[src/rtl/perf_mon_pkg.sv]
`default_nettype none
// ============================================================================
// Module      : perf_mon_pkg
// Description : Shared types and constants for the writeback performance monitor.
// Revision    : 1.0 - initial release
// ============================================================================
package perf_mon_pkg;

    localparam int NUM_CNT = 7;
    localparam int NUM_CLS = 5;

    typedef enum logic [2:0] {
        CNT_CYCLE  = 3'd0,
        CNT_RETIRE = 3'd1,
        CNT_ALU    = 3'd2,
        CNT_LOAD   = 3'd3,
        CNT_STORE  = 3'd4,
        CNT_BRANCH = 3'd5,
        CNT_OTHER  = 3'd6
    } cnt_idx_e;

    // Class encoding is ordered so that counter index = CNT_ALU + class.
    typedef enum logic [2:0] {
        CLS_ALU    = 3'd0,
        CLS_LOAD   = 3'd1,
        CLS_STORE  = 3'd2,
        CLS_BRANCH = 3'd3,
        CLS_OTHER  = 3'd4
    } instr_cls_e;

    localparam logic [31:0] NOP_INSTR = 32'h0000_0013;

    localparam logic [6:0] OPC_OP     = 7'b0110011;
    localparam logic [6:0] OPC_OP_IMM = 7'b0010011;
    localparam logic [6:0] OPC_AUIPC  = 7'b0010111;
    localparam logic [6:0] OPC_LUI    = 7'b0110111;
    localparam logic [6:0] OPC_BRANCH = 7'b1100011;
    localparam logic [6:0] OPC_JAL    = 7'b1101111;
    localparam logic [6:0] OPC_JALR   = 7'b1100111;
    localparam logic [6:0] OPC_LOAD   = 7'b0000011;
    localparam logic [6:0] OPC_STORE  = 7'b0100011;

    function automatic instr_cls_e decode_class(input logic [6:0] opcode);
        instr_cls_e cls;
        case (opcode)
            OPC_OP, OPC_OP_IMM, OPC_AUIPC, OPC_LUI: cls = CLS_ALU;
            OPC_BRANCH, OPC_JAL, OPC_JALR:          cls = CLS_BRANCH;
            OPC_LOAD:                               cls = CLS_LOAD;
            OPC_STORE:                              cls = CLS_STORE;
            default:                                cls = CLS_OTHER;
        endcase
        return cls;
    endfunction

endpackage
`default_nettype wire

[src/rtl/perf_classify.sv]
`default_nettype none
// ============================================================================
// Module      : perf_classify
// Description : Per-lane retire qualification and one-hot instruction class.
// Revision    : 1.0 - initial release
// ============================================================================
module perf_classify
    import perf_mon_pkg::*;
(
    input  logic               valid,
    input  logic               stall,
    input  logic [31:0]        instr,
    output logic               retire,
    output logic [NUM_CLS-1:0] cls_onehot
);

    instr_cls_e w_cls;

    // The class vector is gated by retire so the top can sum it directly.
    always_comb begin
        w_cls      = decode_class(instr[6:0]);
        retire     = valid && !stall && (instr != NOP_INSTR);
        cls_onehot = retire ? (NUM_CLS'(1) << w_cls) : '0;
    end

endmodule
`default_nettype wire

[src/rtl/perf_monitor.sv]
`default_nettype none
// ============================================================================
// Module      : perf_monitor
// Description : Saturating retire/class counters with windowed snapshot bank.
// Revision    : 1.0 - initial release
// ============================================================================
module perf_monitor
    import perf_mon_pkg::*;
#(
    parameter int LANES  = 2,
    parameter int CNT_W  = 32,
    parameter int WINDOW = 1000
) (
    input  logic                  clk_i,
    input  logic                  reset_i,
    input  logic [LANES-1:0]      valid_wb_i,
    input  logic                  stall_wb_i,
    input  logic [LANES-1:0][31:0] instr_wb_i,
    input  logic                  clear_i,
    input  logic                  freeze_i,
    input  logic [2:0]            rd_sel_i,
    input  logic                  rd_snap_i,
    output logic [CNT_W-1:0]      rd_data_o,
    output logic [NUM_CNT-1:0]    ovf_o,
    output logic                  snap_valid_o
);

    localparam int                 SUM_W    = $clog2(LANES + 1);
    localparam int                 WIN_W    = $clog2(WINDOW);
    localparam logic [WIN_W-1:0]   WIN_LAST = WIN_W'(WINDOW - 1);
    localparam logic [CNT_W-1:0]   CNT_MAX  = '1;

    logic [LANES-1:0]                w_retire;
    logic [LANES-1:0][NUM_CLS-1:0]   w_cls;
    logic [NUM_CNT-1:0][SUM_W-1:0]   w_inc;
    logic [NUM_CNT-1:0][CNT_W:0]     w_sum;
    logic [NUM_CNT-1:0][CNT_W-1:0]   w_cnt_upd;
    logic [NUM_CNT-1:0]              w_sat;
    logic                            w_capture;
    logic [CNT_W-1:0]                w_rd;

    logic [NUM_CNT-1:0][CNT_W-1:0]   r_cnt;
    logic [NUM_CNT-1:0][CNT_W-1:0]   r_snap;
    logic [NUM_CNT-1:0]              r_ovf;
    logic [WIN_W-1:0]                r_win;
    logic                            r_snap_valid;
    logic [CNT_W-1:0]                r_rd_data;

    generate
        for (genvar k = 0; k < LANES; k++) begin : g_lane
            perf_classify u_classify (
                .valid      (valid_wb_i[k]),
                .stall      (stall_wb_i),
                .instr      (instr_wb_i[k]),
                .retire     (w_retire[k]),
                .cls_onehot (w_cls[k])
            );
        end
    endgenerate

    always_comb begin
        w_inc            = '0;
        w_inc[CNT_CYCLE] = SUM_W'(1);
        for (int k = 0; k < LANES; k++) begin
            w_inc[CNT_RETIRE] = w_inc[CNT_RETIRE] + SUM_W'(w_retire[k]);
            for (int c = 0; c < NUM_CLS; c++) begin
                w_inc[CNT_ALU + c] = w_inc[CNT_ALU + c] + SUM_W'(w_cls[k][c]);
            end
        end
    end

    // One extra carry bit detects overflow; saturate instead of wrapping.
    always_comb begin
        w_sum     = '0;
        w_cnt_upd = '0;
        w_sat     = '0;
        for (int i = 0; i < NUM_CNT; i++) begin
            w_sum[i]     = {1'b0, r_cnt[i]} + (CNT_W + 1)'(w_inc[i]);
            w_sat[i]     = w_sum[i][CNT_W];
            w_cnt_upd[i] = w_sat[i] ? CNT_MAX : w_sum[i][CNT_W-1:0];
        end
    end

    // Capture depends only on freeze so a clear at window end still snapshots.
    assign w_capture = !freeze_i && (r_win == WIN_LAST);

    always_comb begin
        w_rd = '0;
        if (rd_sel_i < 3'(NUM_CNT)) begin
            w_rd = rd_snap_i ? r_snap[rd_sel_i] : r_cnt[rd_sel_i];
        end
    end

    always_ff @(posedge clk_i or negedge reset_i) begin
        if (!reset_i) begin
            r_cnt        <= '0;
            r_snap       <= '0;
            r_ovf        <= '0;
            r_win        <= '0;
            r_snap_valid <= 1'b0;
            r_rd_data    <= '0;
        end else begin
            r_snap_valid <= w_capture;
            r_rd_data    <= w_rd;
            if (w_capture) begin
                r_snap <= w_cnt_upd;
            end
            if (clear_i) begin
                r_cnt <= '0;
                r_ovf <= '0;
                r_win <= '0;
            end else if (!freeze_i) begin
                r_cnt <= w_cnt_upd;
                r_ovf <= r_ovf | w_sat;
                r_win <= (r_win == WIN_LAST) ? '0 : r_win + 1'b1;
            end
        end
    end

    assign rd_data_o    = r_rd_data;
    assign ovf_o        = r_ovf;
    assign snap_valid_o = r_snap_valid;

endmodule
`default_nettype wire

[config.mk]
export PLATFORM = sky130hd
export DESIGN_NAME = perf_monitor
export DESIGN_NICKNAME = d
export VERILOG_FILES = /design/src/rtl/perf_mon_pkg.sv /design/src/rtl/perf_classify.sv /design/src/rtl/perf_monitor.sv
export SDC_FILE = /design/constraint.sdc
export NUM_CORES = 1
export LEC_CHECK = 0
export BUFFER_PORTS_ARGS = -buffer_cell sky130_fd_sc_hd__buf_2
export CORE_ASPECT_RATIO = 2
export CORE_MARGIN = 4
export CORE_UTILIZATION = 40
export CTS_CLUSTER_DIAMETER = 40
export DETAILED_ROUTE_END_ITERATION = 12
export PLACE_DENSITY_LB_ADDON = 0.25
export SETUP_SLACK_MARGIN = 0.4
export SYNTH_ARGS = -nofsm -noshare
export SYNTH_HDL_FRONTEND = slang
export SYNTH_SLANG_ARGS = --single-unit
[constraint.sdc]
create_clock -name clk_i -period 3.2 [get_ports clk_i]
set_input_delay 0.48 -clock clk_i [delete_from_list [all_inputs] [get_ports clk_i]]
set_output_delay 0.48 -clock clk_i [all_outputs]
set_load 0.02 [all_outputs]
==> run_summary.xml <==
<?xml version="1.0" encoding="UTF-8"?>
<metrics>
  <group name="synth">
    <metric name="postSynth.asyncResetShare" unit="%">100.0</metric>
    <metric name="synthSimpleGateAreaFrac" unit="%">20.06</metric>
    <metric name="synth.lib_cells_used.distinct" unit="">85</metric>
    <metric name="yosysMostFrequentCell" unit="">sky130_fd_sc_hd__dfrtp_1</metric>
    <metric name="post_synthesis_compound_gate_area_fraction" unit="%">15.96</metric>
    <metric name="yosys.area.top_type" unit="">sky130_fd_sc_hd__dfrtp_1</metric>
    <metric name="synthAdderAreaFrac" unit="%">0.7535</metric>
    <metric name="synth_sequential_area_ratio" unit="%">42.64</metric>
    <metric name="number_of_flops_mapped_to_enable_cells_by_yosys" unit="">0</metric>
    <metric name="post_synth_main_area_contributors" unit="">sky130_fd_sc_hd__dfrtp_1, sky130_fd_sc_hd__mux4_2, sky130_fd_sc_hd__nor2_1</metric>
    <metric name="dominantRegCellSynth" unit="">sky130_fd_sc_hd__dfrtp_1</metric>
    <metric name="synth.mux.area_fraction" unit="%">10.49</metric>
    <metric name="synthesis.yosys.warnings" unit="">0</metric>
    <metric name="synth.ff_latch_count" unit="">498</metric>
    <metric name="syn-num-nets" unit="">3178</metric>
    <metric name="netlist.area_leader.share" unit="%">42.64</metric>
    <metric name="commonest_cells_post_synth" unit="">sky130_fd_sc_hd__dfrtp_1, sky130_fd_sc_hd__nor2_1, sky130_fd_sc_hd__a21oi_1</metric>
    <metric name="mappedNetlistArea" unit="um^2">29220</metric>
    <metric name="dominant_combinational_cell_family_by_area_after_synthesis" unit="">simple AND/OR/NAND/NOR gates</metric>
    <metric name="yosys.area_share.xor_xnor" unit="%">5.155</metric>
    <metric name="avgSynthCellArea" unit="um^2">9.461</metric>
    <metric name="synthesis.instances" unit="">3089</metric>
  </group>
  <group name="worst_setup_path">
    <metric name="worst_r2r_startpoint" unit="">r_cnt[32]</metric>
    <metric name="reg2reg_setup_slack" unit="ps">360</metric>
    <metric name="worstSetupStartpointType" unit="">input pin</metric>
    <metric name="cp_cell_sequence" unit="">buf_2 &gt; or3_4 &gt; nor3_4 &gt; nand3_2 &gt; fa_2 &gt; buf_6 &gt; buf_6 &gt; nand4b_1 &gt; buf_6 &gt; nor4_4 &gt; buf_4 &gt; nand4_1 &gt; buf_4 &gt; a211oi_2</metric>
    <metric name="crit_path_max_fanout" unit="">3</metric>
    <metric name="required_time_of_the_critical_path" unit="ps">3740</metric>
    <metric name="crit_slowest_cell" unit="">sky130_fd_sc_hd__fa_2</metric>
    <metric name="regToRegEndpoint" unit="">r_snap[36]</metric>
    <metric name="ff2ff_path_depth" unit="">11</metric>
    <metric name="slowest_delay" unit="ps">440</metric>
    <metric name="worstSetupEndpointType" unit="">flop</metric>
    <metric name="crit_path_frequent_cell" unit="">sky130_fd_sc_hd__buf_6</metric>
    <metric name="criticalPathCategory" unit="">in -&gt; reg</metric>
    <metric name="crit_arrival" unit="ps">3430</metric>
  </group>
  <group name="sta">
    <metric name="rsz0062_at_grt" unit="">yes</metric>
    <metric name="finalWorstPathRequiredPeriod" unit="ps">2895</metric>
    <metric name="timing.max_slew.rel_slack" unit="%">33.95</metric>
    <metric name="final.setup.tns" unit="ps">0</metric>
    <metric name="final_setup_violation_count" unit="">0</metric>
    <metric name="final.setup_skew" unit="ps">25.41</metric>
    <metric name="period_utilisation_layout" unit="%">90.48</metric>
    <metric name="worst_slew_pin_slew" unit="ps">990.7</metric>
    <metric name="final_hold_viol_count" unit="">0</metric>
    <metric name="slew_viol_final" unit="">0</metric>
    <metric name="fmax" unit="GHz">0.3454</metric>
  </group>
  <group name="layout">
    <metric name="area_growth_syn_to_layout" unit="%">26.53</metric>
    <metric name="antennaDiodeCount" unit="">0</metric>
    <metric name="post_route_cells_drive_above_1_share" unit="%">29.07</metric>
    <metric name="nFillCells" unit="">6512</metric>
    <metric name="post-route-util" unit="%">50.87</metric>
    <metric name="design.final.nets" unit="">3414</metric>
  </group>
  <group name="clock_network">
    <metric name="cts_num_sinks" unit="">498</metric>
    <metric name="clkSlewWorstSetupHoldPaths" unit="ps">60</metric>
    <metric name="cts_buf_count" unit="">55</metric>
    <metric name="htree_levels" unit="">2</metric>
    <metric name="cts_tree" unit="">yes</metric>
    <metric name="clk_latency" unit="ps">630</metric>
    <metric name="cts_root_buffer" unit="">sky130_fd_sc_hd__clkbuf_16</metric>
    <metric name="clk_path_buf_depth" unit="">3</metric>
  </group>
  <group name="floorplan">
    <metric name="fp.coreArea" unit="um^2">72690</metric>
    <metric name="initial_utilization" unit="%">40.20</metric>
    <metric name="io_pins" unit="">115</metric>
    <metric name="placement_rows" unit="">140</metric>
    <metric name="die-width" unit="um">199.1</metric>
    <metric name="die_footprint" unit="um^2">77710</metric>
    <metric name="floorplan.die.height" unit="um">390.3</metric>
  </group>
  <group name="min_path">
    <metric name="worst_hold_startpoint" unit="">clear_i</metric>
    <metric name="min-delay-path-class" unit="">in -&gt; reg</metric>
    <metric name="hold_end" unit="">r_win[0]</metric>
    <metric name="worstHoldPathCells" unit="">2</metric>
  </group>
  <group name="detailed_routing">
    <metric name="dr.first_iter.drc_count" unit="">2397</metric>
    <metric name="detail_route.wirelength" unit="um">118900</metric>
    <metric name="drt-pass1-iter-count" unit="">9</metric>
    <metric name="per_cell_routed_wire_length" unit="um">27.72</metric>
    <metric name="viasPerCell" unit="">6.342</metric>
    <metric name="postRouteAntennaNets" unit="">0</metric>
    <metric name="drc" unit="">0</metric>
    <metric name="vias" unit="">27213</metric>
  </group>
  <group name="global_route">
    <metric name="grtUsageTotal" unit="%">29.76</metric>
    <metric name="first_global_vias" unit="">27900</metric>
    <metric name="grt_pass1_wl" unit="um">175000</metric>
    <metric name="grt_max_degree" unit="">108</metric>
    <metric name="globalRouteOverflowTotal" unit="">0</metric>
    <metric name="grt_antenna_before_repair" unit="">2</metric>
  </group>
  <group name="pwr">
    <metric name="internal_power" unit="mW">10.30</metric>
    <metric name="power.density" unit="nW/um^2">375.1</metric>
    <metric name="power.share.switching" unit="%">25.72</metric>
    <metric name="power_frac_seq" unit="%">45.7</metric>
    <metric name="static-leakage-power" unit="nW">14.98</metric>
    <metric name="combinationalPowerShare" unit="%">6.4</metric>
    <metric name="p_switching" unit="mW">3.567</metric>
    <metric name="power.share.clock" unit="%">47.9</metric>
    <metric name="vdd_ir_drop_max" unit="uV">388.1</metric>
  </group>
  <group name="placed_design">
    <metric name="hpwl" unit="um">85530</metric>
    <metric name="gp_routability_congestion" unit="">0.9662</metric>
    <metric name="portBuffers" unit="">114</metric>
  </group>
  <group name="flow_run">
    <metric name="drv.max_cap_violation_count" unit="">0</metric>
  </group>
  <group name="status">
    <metric name="outcome" unit="">completed</metric>
  </group>
</metrics>
-- per-layer routing --
metal  GRT usage [%]  vias to the layer above  routed length, um
met4           23.31                        2              11870
li1                -                    11931                  -
met3           2.828                      478               5759
met1           31.83                    13575              39650
met2           52.80                     1227              61640
met5               0                        -                 13
-- power by group through the flow --
stage / Sequential, mW / Clock [mW] / Combinational [mW]
2_1_floorplan: 6.45 / 0 / 0.370
3_3_place_gp: 6.45 / 0 / 0.799
3_5_place_dp: 6.45 / 0 / 0.810
4_1_cts: 6.34 / 6.73 / 0.848
5_1_grt: 6.34 / 6.96 / 0.954
6_report: 6.34 / 6.64 / 0.893
-- through the flow --
step	area (um^2)	cells	power [mW]	hold WS, ps	setup slack (ps)
floorplan	30030	3089	6.818	184.4	-28.26
global placement	33030	4130	7.252	459.7	-449.0
detailed placement	33030	4130	7.264	467.5	-532.7
CTS	35980	4274	13.92	172.4	246.4
global route	36980	4291	14.25	204.5	177.0
finish	36980	4291	13.87	195.6	304.6
-- worst max-delay path, delay by kind of cell --
family | cells | cell delay [ps]
fa+ha+maj | 1 | 440
simple gates | 6 | 1310
buf+inv | 6 | 1020
compound gates | 1 | 160
-- how the worst max path moves through the flow --
stage	from	endpoint	slack, ps	depth (start not counted)
detailed placement	instr_wb_i[1]	r_snap[105]	-530	13
finish	instr_wb_i[6]	r_cnt[123]	300	14
global route	instr_wb_i[1]	r_cnt[185]	180	14
floorplan	instr_wb_i[1]	r_cnt[127]	-30	13
global placement	instr_wb_i[1]	r_cnt[119]	-450	14
CTS	instr_wb_i[3]	r_snap[111]	250	13
-- layout make-up --
| type | instances | area, um^2 | area share (%) |
|---|---|---|---|
| multi-input combinational | 2250 | 17180 | 46.46 |
| sequential | 498 | 12460 | 33.70 |
| timing repair buffer | 476 | 4183 | 11.31 |
| clock buffer | 68 | 1506 | 4.074 |
| tap | 923 | 1155 | 3.123 |
| clock inverter | 32 | 315.3 | 0.8527 |
| inverter | 44 | 177.7 | 0.4805 |
-- sequential cells by signal, summed over array words and instances, names as in the netlist --
name / cells
rd_data_o: 32
snap_valid_o: 1
r_cnt: 224
r_snap: 224
ovf_o: 7
r_win: 10
-- repair_timing --
| item | 4_1_cts | 5_1_grt |
|---|---|---|
| endpoints found under the setup margin | 269 | 315 |
| hold buffers | 1 | 0 |
| pin swaps | 68 | 68 |
| buffers inserted | 37 | 14 |
| endpoints found under the hold margin | 59 | 0 |
| resized for setup | 129 | 145 |
| gates cloned | 6 | 3 |
-- cell usage in the layout (no fill, tap or decap), types with 10 or more instances in the layout --
cell type / instances
sky130_fd_sc_hd__a311oi_2: 23
sky130_fd_sc_hd__or2_2: 10
sky130_fd_sc_hd__nor2_1: 323
sky130_fd_sc_hd__inv_1: 34
sky130_fd_sc_hd__buf_2: 101
sky130_fd_sc_hd__a311oi_1: 48
sky130_fd_sc_hd__a31oi_4: 23
sky130_fd_sc_hd__xor2_1: 38
sky130_fd_sc_hd__nor2_4: 13
sky130_fd_sc_hd__nor3_2: 26
sky130_fd_sc_hd__xnor2_1: 130
sky130_fd_sc_hd__o21ai_0: 149
sky130_fd_sc_hd__mux4_2: 96
sky130_fd_sc_hd__a21oi_1: 193
sky130_fd_sc_hd__and3_1: 72
sky130_fd_sc_hd__buf_4: 273
sky130_fd_sc_hd__o21a_1: 33
sky130_fd_sc_hd__dfrtp_1: 498
sky130_fd_sc_hd__and4_1: 51
sky130_fd_sc_hd__nand2_1: 179
sky130_fd_sc_hd__mux2i_1: 89
sky130_fd_sc_hd__clkinv_2: 14
sky130_fd_sc_hd__inv_6: 10
sky130_fd_sc_hd__nand3_1: 73
sky130_fd_sc_hd__nand4_1: 73
sky130_fd_sc_hd__a31oi_1: 113
sky130_fd_sc_hd__and3_4: 18
sky130_fd_sc_hd__and2_1: 15
sky130_fd_sc_hd__nor3_1: 96
sky130_fd_sc_hd__buf_12: 38
sky130_fd_sc_hd__clkbuf_16: 58
sky130_fd_sc_hd__nor4_4: 18
sky130_fd_sc_hd__buf_6: 47
sky130_fd_sc_hd__a211oi_1: 21
sky130_fd_sc_hd__nor4_1: 44
sky130_fd_sc_hd__nor2_2: 10
sky130_fd_sc_hd__a21oi_2: 31
-- kinds of logic after synthesis --
family,after synthesis
flip-flops,498
AO/OA/AOI/OAI,739
buffers and inverters,343
AND/OR/NAND/NOR,1137
XOR/XNOR,172
multiplexers,186
adder cells (fa/ha/maj),14
Power figures use the tool's default switching activity.
